File: src/rtl/serial_adder_if.sv
// Operand/result bundle for the bit-serial adder.
// Requester side uses the master modport, the adder uses the slave modport.
// When SERIAL_ADDER_SUB_EN is defined the bundle also carries the 'sub' select.
interface serial_adder_if #(
   parameter int WIDTH = 4
);
   logic             start;
   logic [WIDTH-1:0] a;
   logic [WIDTH-1:0] b;
   logic             cin;
`ifdef SERIAL_ADDER_SUB_EN
   logic             sub;
`endif
   logic             busy;
   logic             done;
   logic [WIDTH-1:0] sum;
   logic             cout;

`ifdef SERIAL_ADDER_SUB_EN
   modport master (output start, output a, output b, output cin, output sub,
                   input busy, input done, input sum, input cout);
   modport slave  (input start, input a, input b, input cin, input sub,
                   output busy, output done, output sum, output cout);
`else
   modport master (output start, output a, output b, output cin,
                   input busy, input done, input sum, input cout);
   modport slave  (input start, input a, input b, input cin,
                   output busy, output done, output sum, output cout);
`endif
endinterface

File: src/rtl/serial_adder.sv
// Bit-serial WIDTH-bit adder: one full-adder bit per clock, LSB first, with the
// carry held in a flip-flop between cycles. {cout,sum} = a + b + cin.
// Optional feature macro: SERIAL_ADDER_SUB_EN adds a 'sub' select that latches
// ~b with an initial carry of 1, giving a - b (cout=1 means no borrow).
// Reset is synchronous and active-low.
module serial_adder #(
   parameter int WIDTH = 4
) (
   input  logic           clk,
   input  logic           rst_n,
   serial_adder_if.slave  bus
);

   localparam int CW = $clog2(WIDTH) + 1;

   typedef enum logic [1:0] {
      S_IDLE = 2'd0,
      S_RUN  = 2'd1,
      S_DONE = 2'd2
   } state_t;

   state_t           state_q,  state_d;
   logic [WIDTH-1:0] a_sh_q,   a_sh_d;
   logic [WIDTH-1:0] b_sh_q,   b_sh_d;
   logic [WIDTH-1:0] sum_sh_q, sum_sh_d;
   logic [WIDTH-1:0] sum_q,    sum_d;
   logic             carry_q,  carry_d;
   logic             cout_q,   cout_d;
   logic [CW-1:0]    cnt_q,    cnt_d;

   logic             s_bit_s;
   logic             c_bit_s;
   logic             load_s;
   logic [WIDTH-1:0] b_load_s;
   logic             carry_load_s;

   // Majority of three bits: the carry out of a one-bit full adder.
   function automatic logic maj3(input logic x, input logic y, input logic z);
      return (x & y) | (x & z) | (y & z);
   endfunction

   // Operand capture values, including the optional subtract transform.
   always_comb begin
`ifdef SERIAL_ADDER_SUB_EN
      b_load_s     = bus.sub ? ~bus.b : bus.b;
      carry_load_s = bus.sub ? 1'b1 : bus.cin;
`else
      b_load_s     = bus.b;
      carry_load_s = bus.cin;
`endif
   end

   // Next-state logic: sequencing, serial full-adder step and result capture.
   always_comb begin
      state_d  = state_q;
      a_sh_d   = a_sh_q;
      b_sh_d   = b_sh_q;
      sum_sh_d = sum_sh_q;
      sum_d    = sum_q;
      carry_d  = carry_q;
      cout_d   = cout_q;
      cnt_d    = cnt_q;
      load_s   = 1'b0;
      s_bit_s  = a_sh_q[0] ^ b_sh_q[0] ^ carry_q;
      c_bit_s  = maj3(a_sh_q[0], b_sh_q[0], carry_q);

      case (state_q)
         S_IDLE: begin
            if (bus.start) begin
               load_s  = 1'b1;
               state_d = S_RUN;
            end else begin
               state_d = S_IDLE;
            end
         end
         S_RUN: begin
            // start is deliberately ignored here
            carry_d  = c_bit_s;
            a_sh_d   = a_sh_q >> 1;
            b_sh_d   = b_sh_q >> 1;
            sum_sh_d = sum_sh_q >> 1;
            sum_sh_d[WIDTH-1] = s_bit_s;
            cnt_d    = cnt_q + CW'(1);
            if (cnt_q == CW'(WIDTH - 1)) begin
               // result registers only ever see a complete sum
               sum_d   = sum_sh_d;
               cout_d  = c_bit_s;
               state_d = S_DONE;
            end else begin
               state_d = S_RUN;
            end
         end
         S_DONE: begin
            if (bus.start) begin
               load_s  = 1'b1;
               state_d = S_RUN;
            end else begin
               state_d = S_IDLE;
            end
         end
         default: begin
            state_d = S_IDLE;
         end
      endcase

      if (load_s) begin
         a_sh_d   = bus.a;
         b_sh_d   = b_load_s;
         carry_d  = carry_load_s;
         cnt_d    = '0;
         sum_sh_d = '0;
      end else begin
         cnt_d    = cnt_d;
      end
   end

   // State and datapath registers with synchronous active-low reset.
   always_ff @(posedge clk) begin
      if (!rst_n) begin
         state_q  <= S_IDLE;
         a_sh_q   <= '0;
         b_sh_q   <= '0;
         sum_sh_q <= '0;
         sum_q    <= '0;
         carry_q  <= 1'b0;
         cout_q   <= 1'b0;
         cnt_q    <= '0;
      end else begin
         state_q  <= state_d;
         a_sh_q   <= a_sh_d;
         b_sh_q   <= b_sh_d;
         sum_sh_q <= sum_sh_d;
         sum_q    <= sum_d;
         carry_q  <= carry_d;
         cout_q   <= cout_d;
         cnt_q    <= cnt_d;
      end
   end

   // Status flags are decoded straight from the state register.
   assign bus.busy = (state_q == S_RUN);
   assign bus.done = (state_q == S_DONE);
   assign bus.sum  = sum_q;
   assign bus.cout = cout_q;

endmodule
File: src/flat_wrapper.sv
// flat-port wrapper written by rule: the top's interface ports become plain ports
module serial_adder_flat 
#(
   parameter int WIDTH = 4
)
  (clk, rst_n, bus_start, bus_a, bus_b, bus_cin, bus_busy, bus_done, bus_sum, bus_cout);
  serial_adder_if #(.WIDTH(WIDTH)) bus_i ();
  input  logic clk;
  input  logic rst_n;
  input wire logic [$bits(bus_i.start)-1:0] bus_start;
  input wire logic [$bits(bus_i.a)-1:0] bus_a;
  input wire logic [$bits(bus_i.b)-1:0] bus_b;
  input wire logic [$bits(bus_i.cin)-1:0] bus_cin;
  output wire logic [$bits(bus_i.busy)-1:0] bus_busy;
  output wire logic [$bits(bus_i.done)-1:0] bus_done;
  output wire logic [$bits(bus_i.sum)-1:0] bus_sum;
  output wire logic [$bits(bus_i.cout)-1:0] bus_cout;
  assign bus_i.start = bus_start;
  assign bus_i.a = bus_a;
  assign bus_i.b = bus_b;
  assign bus_i.cin = bus_cin;
  assign bus_busy = bus_i.busy;
  assign bus_done = bus_i.done;
  assign bus_sum = bus_i.sum;
  assign bus_cout = bus_i.cout;
  serial_adder #(.WIDTH(WIDTH)) u_core (.clk(clk), .rst_n(rst_n), .bus(bus_i));
endmodule
File: config.mk
export PLATFORM = sky130hd
export DESIGN_NAME = serial_adder_flat
export DESIGN_NICKNAME = d
export VERILOG_FILES = /design/src/rtl/serial_adder_if.sv /design/src/rtl/serial_adder.sv /design/src/flat_wrapper.sv
export SDC_FILE = /design/constraint.sdc
export NUM_CORES = 1
export LEC_CHECK = 0
export ABC_CLOCK_PERIOD_IN_PS = 1300
export BUFFER_PORTS_ARGS = -buffer_cell sky130_fd_sc_hd__buf_2
export CAP_MARGIN = 10
export CORE_UTILIZATION = 45
export CTS_CLUSTER_SIZE = 25
export DETAILED_ROUTE_END_ITERATION = 12
export PLACE_DENSITY_LB_ADDON = 0.15
export SYNTH_ARGS = -nofsm -noshare
export SYNTH_HDL_FRONTEND = slang
export SYNTH_SLANG_ARGS = --single-unit
File: constraint.sdc
create_clock -name clk -period 1.3 [get_ports clk]
set_input_delay 0.065 -clock clk [delete_from_list [all_inputs] [get_ports clk]]
set_output_delay 0.065 -clock clk [all_outputs]
set_load 0.01 [all_outputs]
==> flow_summary.toml <==
[status]
status = "completed"

[grt]
grt_pass1_wl_um = 2740
grtUsageTotal_pct = 18.1
antenna_found_initial = 0
grt_pass1_vias = 656
grt_overflow = 0
grt_start_max_net_pins = 22

[timing]
fin_hold_ws_ps = 37.3
rsz0062_at_grt = "false"
fin_crit_sh_pct = 93.8
setup_viol = 0
fmaxAchievable_ghz = 0.820
relSlewSlack_pct = 83.3
finClkSkew_ps = 1.87
hold_viol_final = 0
finalSetupTns_ps = 0
min_period_ps = 1220
slew_viol_final = 0
max_slew.worst_pin.slew_ps = 250

[cells_and_area]
area_delta_synth_final_pct = 18.9
final_cell_area_sq_um = 1090
fin_nets = 139
fin_util_pct = 59.7
antenna_cells = 0
drive_gt1_share_pct = 24.4

[pwr]
p_per_area_nw_per_um2 = 1160
static-leakage-power_nw = 0.433
fin_total_pwr_w = 0.00126
swShare_pct = 24.7
pwr-share-comb_pct = 13.1
power_frac_clock_pct = 29.2
netSwitchingPower_w = 0.000311
intPower_w = 0.000950
peakVddDrop_mv = 0.704
seq_power_share_pct = 57.7

[worst_setup_path]
worst_path_max_delay_cell = "dfxtp_1"
rr_startpoint = "u_core.cnt_q[0]$_SDFFE_PP0N_"
path_class = "reg2out"
crit_chain = "nand2b_2 -> inv_6 -> buf_2"
worstPathMaxFanout = 21
path_buf_inv = 2
cpPeakStageDelay_ps = 330
end_kind = "output port"
critPathLaunch = "u_core.state_q[1]$_SDFF_PN0_"
cp_data_arrival_time_ps = 1150
startpoint_type = "register"
crit_family = "flip-flops"
cp.required_ps = 1240

[die]
die_area_sq_um = 2220
rows = 15
die_y_um = 47.1
fp.dieW_um = 47.1
io_pins = 19
start_util_pct = 50.2
core_sq_um = 1820

[place]
dpl-instance-area_sq_um = 1010
hpwl_um = 1150
gp_congestion = 0.749
io_buffer_count = 18

[min_path]
hold_path.startpoint = "bus_a[0]"
min_path_type = "in2reg"

[detailed_routing]
first_pass_iters = 4
viasPerCell = 5.16
totalWireLength_um = 1710
vias = 764
wire_per_inst_um = 11.6
route.detailed.drc = 0
drtAntennaViolNets = 0
first_iter_violations = 14

[logic_synthesis]
yosysSeqAreaShare_pct = 48.2
synth_compound_area_share_pct = 17.9
synth_fa_ha_area_share_pct = 4.92
async_reset_ff_share_pct = 0
synth.avg_cell_area_sq_um = 8.88
synth_edf_count = 0
ys_types = 28
ys_seq_elements = 22
netlist_top_cells_count = "nand2_1, dfxtp_1, nand3_1"
synth_top_family_by_area = "simple AND/OR/NAND/NOR gates"
synthTopCellsByArea = "dfxtp_1, nand2_1, a21boi_1"
ys.warnings.count = 0
synth_most_common_cell = "nand2_1"
synth-simple-area-share_pct = 22.4
synth_top_flop_cell = "dfxtp_1"
synth_top_cell_by_area = "dfxtp_1"
synthMuxAreaShare_pct = 0
syn_nets = 118
yosys.area.top_type_share_pct = 48.2
synth_xor_xnor_area_share_pct = 0.958
syn_inst = 103
synthesis.area_sq_um = 915

[clock_network]
cts_sinks = 22
cts-root-buf = "clkbuf_4"
cts-buffers-inserted = 3
cts_tree = "built"
cts_buffer_depth = 2
insertion_delay_ps = 300
path_clk_slew_ps = 120
ctsHtreeMaxLevel = 1

[run]
max-cap-violations = 0
## timing repair
action	in CTS	in global routing
hold buffers	2	0
resized for setup	1	5
gates cloned	0	0
setup buffers	0	0
setup endpoints to repair	1	7
endpoints found under the hold margin	2	0
## flip-flops by register name, indices dropped and copies added, names as in the netlist
name and flops:
u_core.bus.sum 4, u_core.b_sh_q 4, u_core.bus.cout 1, u_core.state_q 2
u_core.sum_sh_q 3, u_core.cnt_q 3, u_core.carry_q 1, u_core.a_sh_q 4
## layout by cell type (no fill, tap or decap), types with 2 or more instances in the layout
| cell type | synthesis | final |
|---|---|---|
| a21boi_1 | 6 | 6 |
| a21oi_1 | 6 | 6 |
| a22oi_1 | 2 | 2 |
| a31oi_1 | 2 | 2 |
| buf_2 | 2 | 18 |
| buf_4 | 1 | 2 |
| clkbuf_4 | 0 | 3 |
| dfxtp_1 | 22 | 21 |
| dlygate4sd3_1 | 0 | 2 |
| nand2_1 | 23 | 23 |
| nand3_1 | 7 | 7 |
| nor2_1 | 5 | 5 |
| nor2b_1 | 2 | 2 |
| nor3_1 | 3 | 3 |
| o21ai_1 | 2 | 2 |
| o221ai_1 | 3 | 3 |
## path summary, 6_finish.rpt
check        cells after the start                             end  slack [ps]
max reg2reg                      5  u_core.bus.sum[1]$_SDFFE_PN0P_         100
min                              3   u_core.a_sh_q[0]$_SDFFE_PN0P_          40
min reg2reg                      2  u_core.bus.sum[0]$_SDFFE_PN0P_         460
max                              3                        bus_busy          80
## power groups by stage
stage,Sequential (W),Clock (W),Combinational [W]
floorplan,0.000738,0,0.000120
global placement,0.000741,0,0.000151
finish,0.000728,0.000368,0.000166
CTS,0.000727,0.000383,0.000160
global route,0.000731,0.000416,0.000187
detailed placement,0.000742,0,0.000153
## worst reg2reg max path, cell delays in order, from the launching register on
cell	delay [ps]
dfxtp_1	350
ha_1	230
ha_4	190
nand3b_1	160
nand2_1	80
a21boi_1	140
## final cells by class
cell class / count / area, sq um
fillers: 170 / 733
multi-input cells: 73 / 440
well taps: 25 / 31.3
inverters: 2 / 12.5
clock buffers: 4 / 36.3
repair buffers: 22 / 125
flip-flops and latches: 22 / 442
## per-layer routing
layer	part of all wire, %	vias to the layer above	wire length (um)	GRT usage (%)
li1	-	395	-	-
met1	48	350	823	23.8
met2	48	17	814	26.9
met3	3.0	2	51	3.46
met4	1.3	0	23	12.0
met5	0	-	0	0
## logic make-up after synthesis
group	count (synthesis)
fa+ha+maj	3
compound gates	24
simple gates	45
xor+xnor	1
flops	22
buf+inv	8
## through the flow
stage | worst slack [ps] | instances
finish | 80.2 | 148
global route | 4.67 | 148
CTS | 0.804 | 148
detailed placement | 35.2 | 142
global placement | 85.6 | 142
floorplan | 155 | 103
Note: power is estimated with default switching activity, not from simulation.
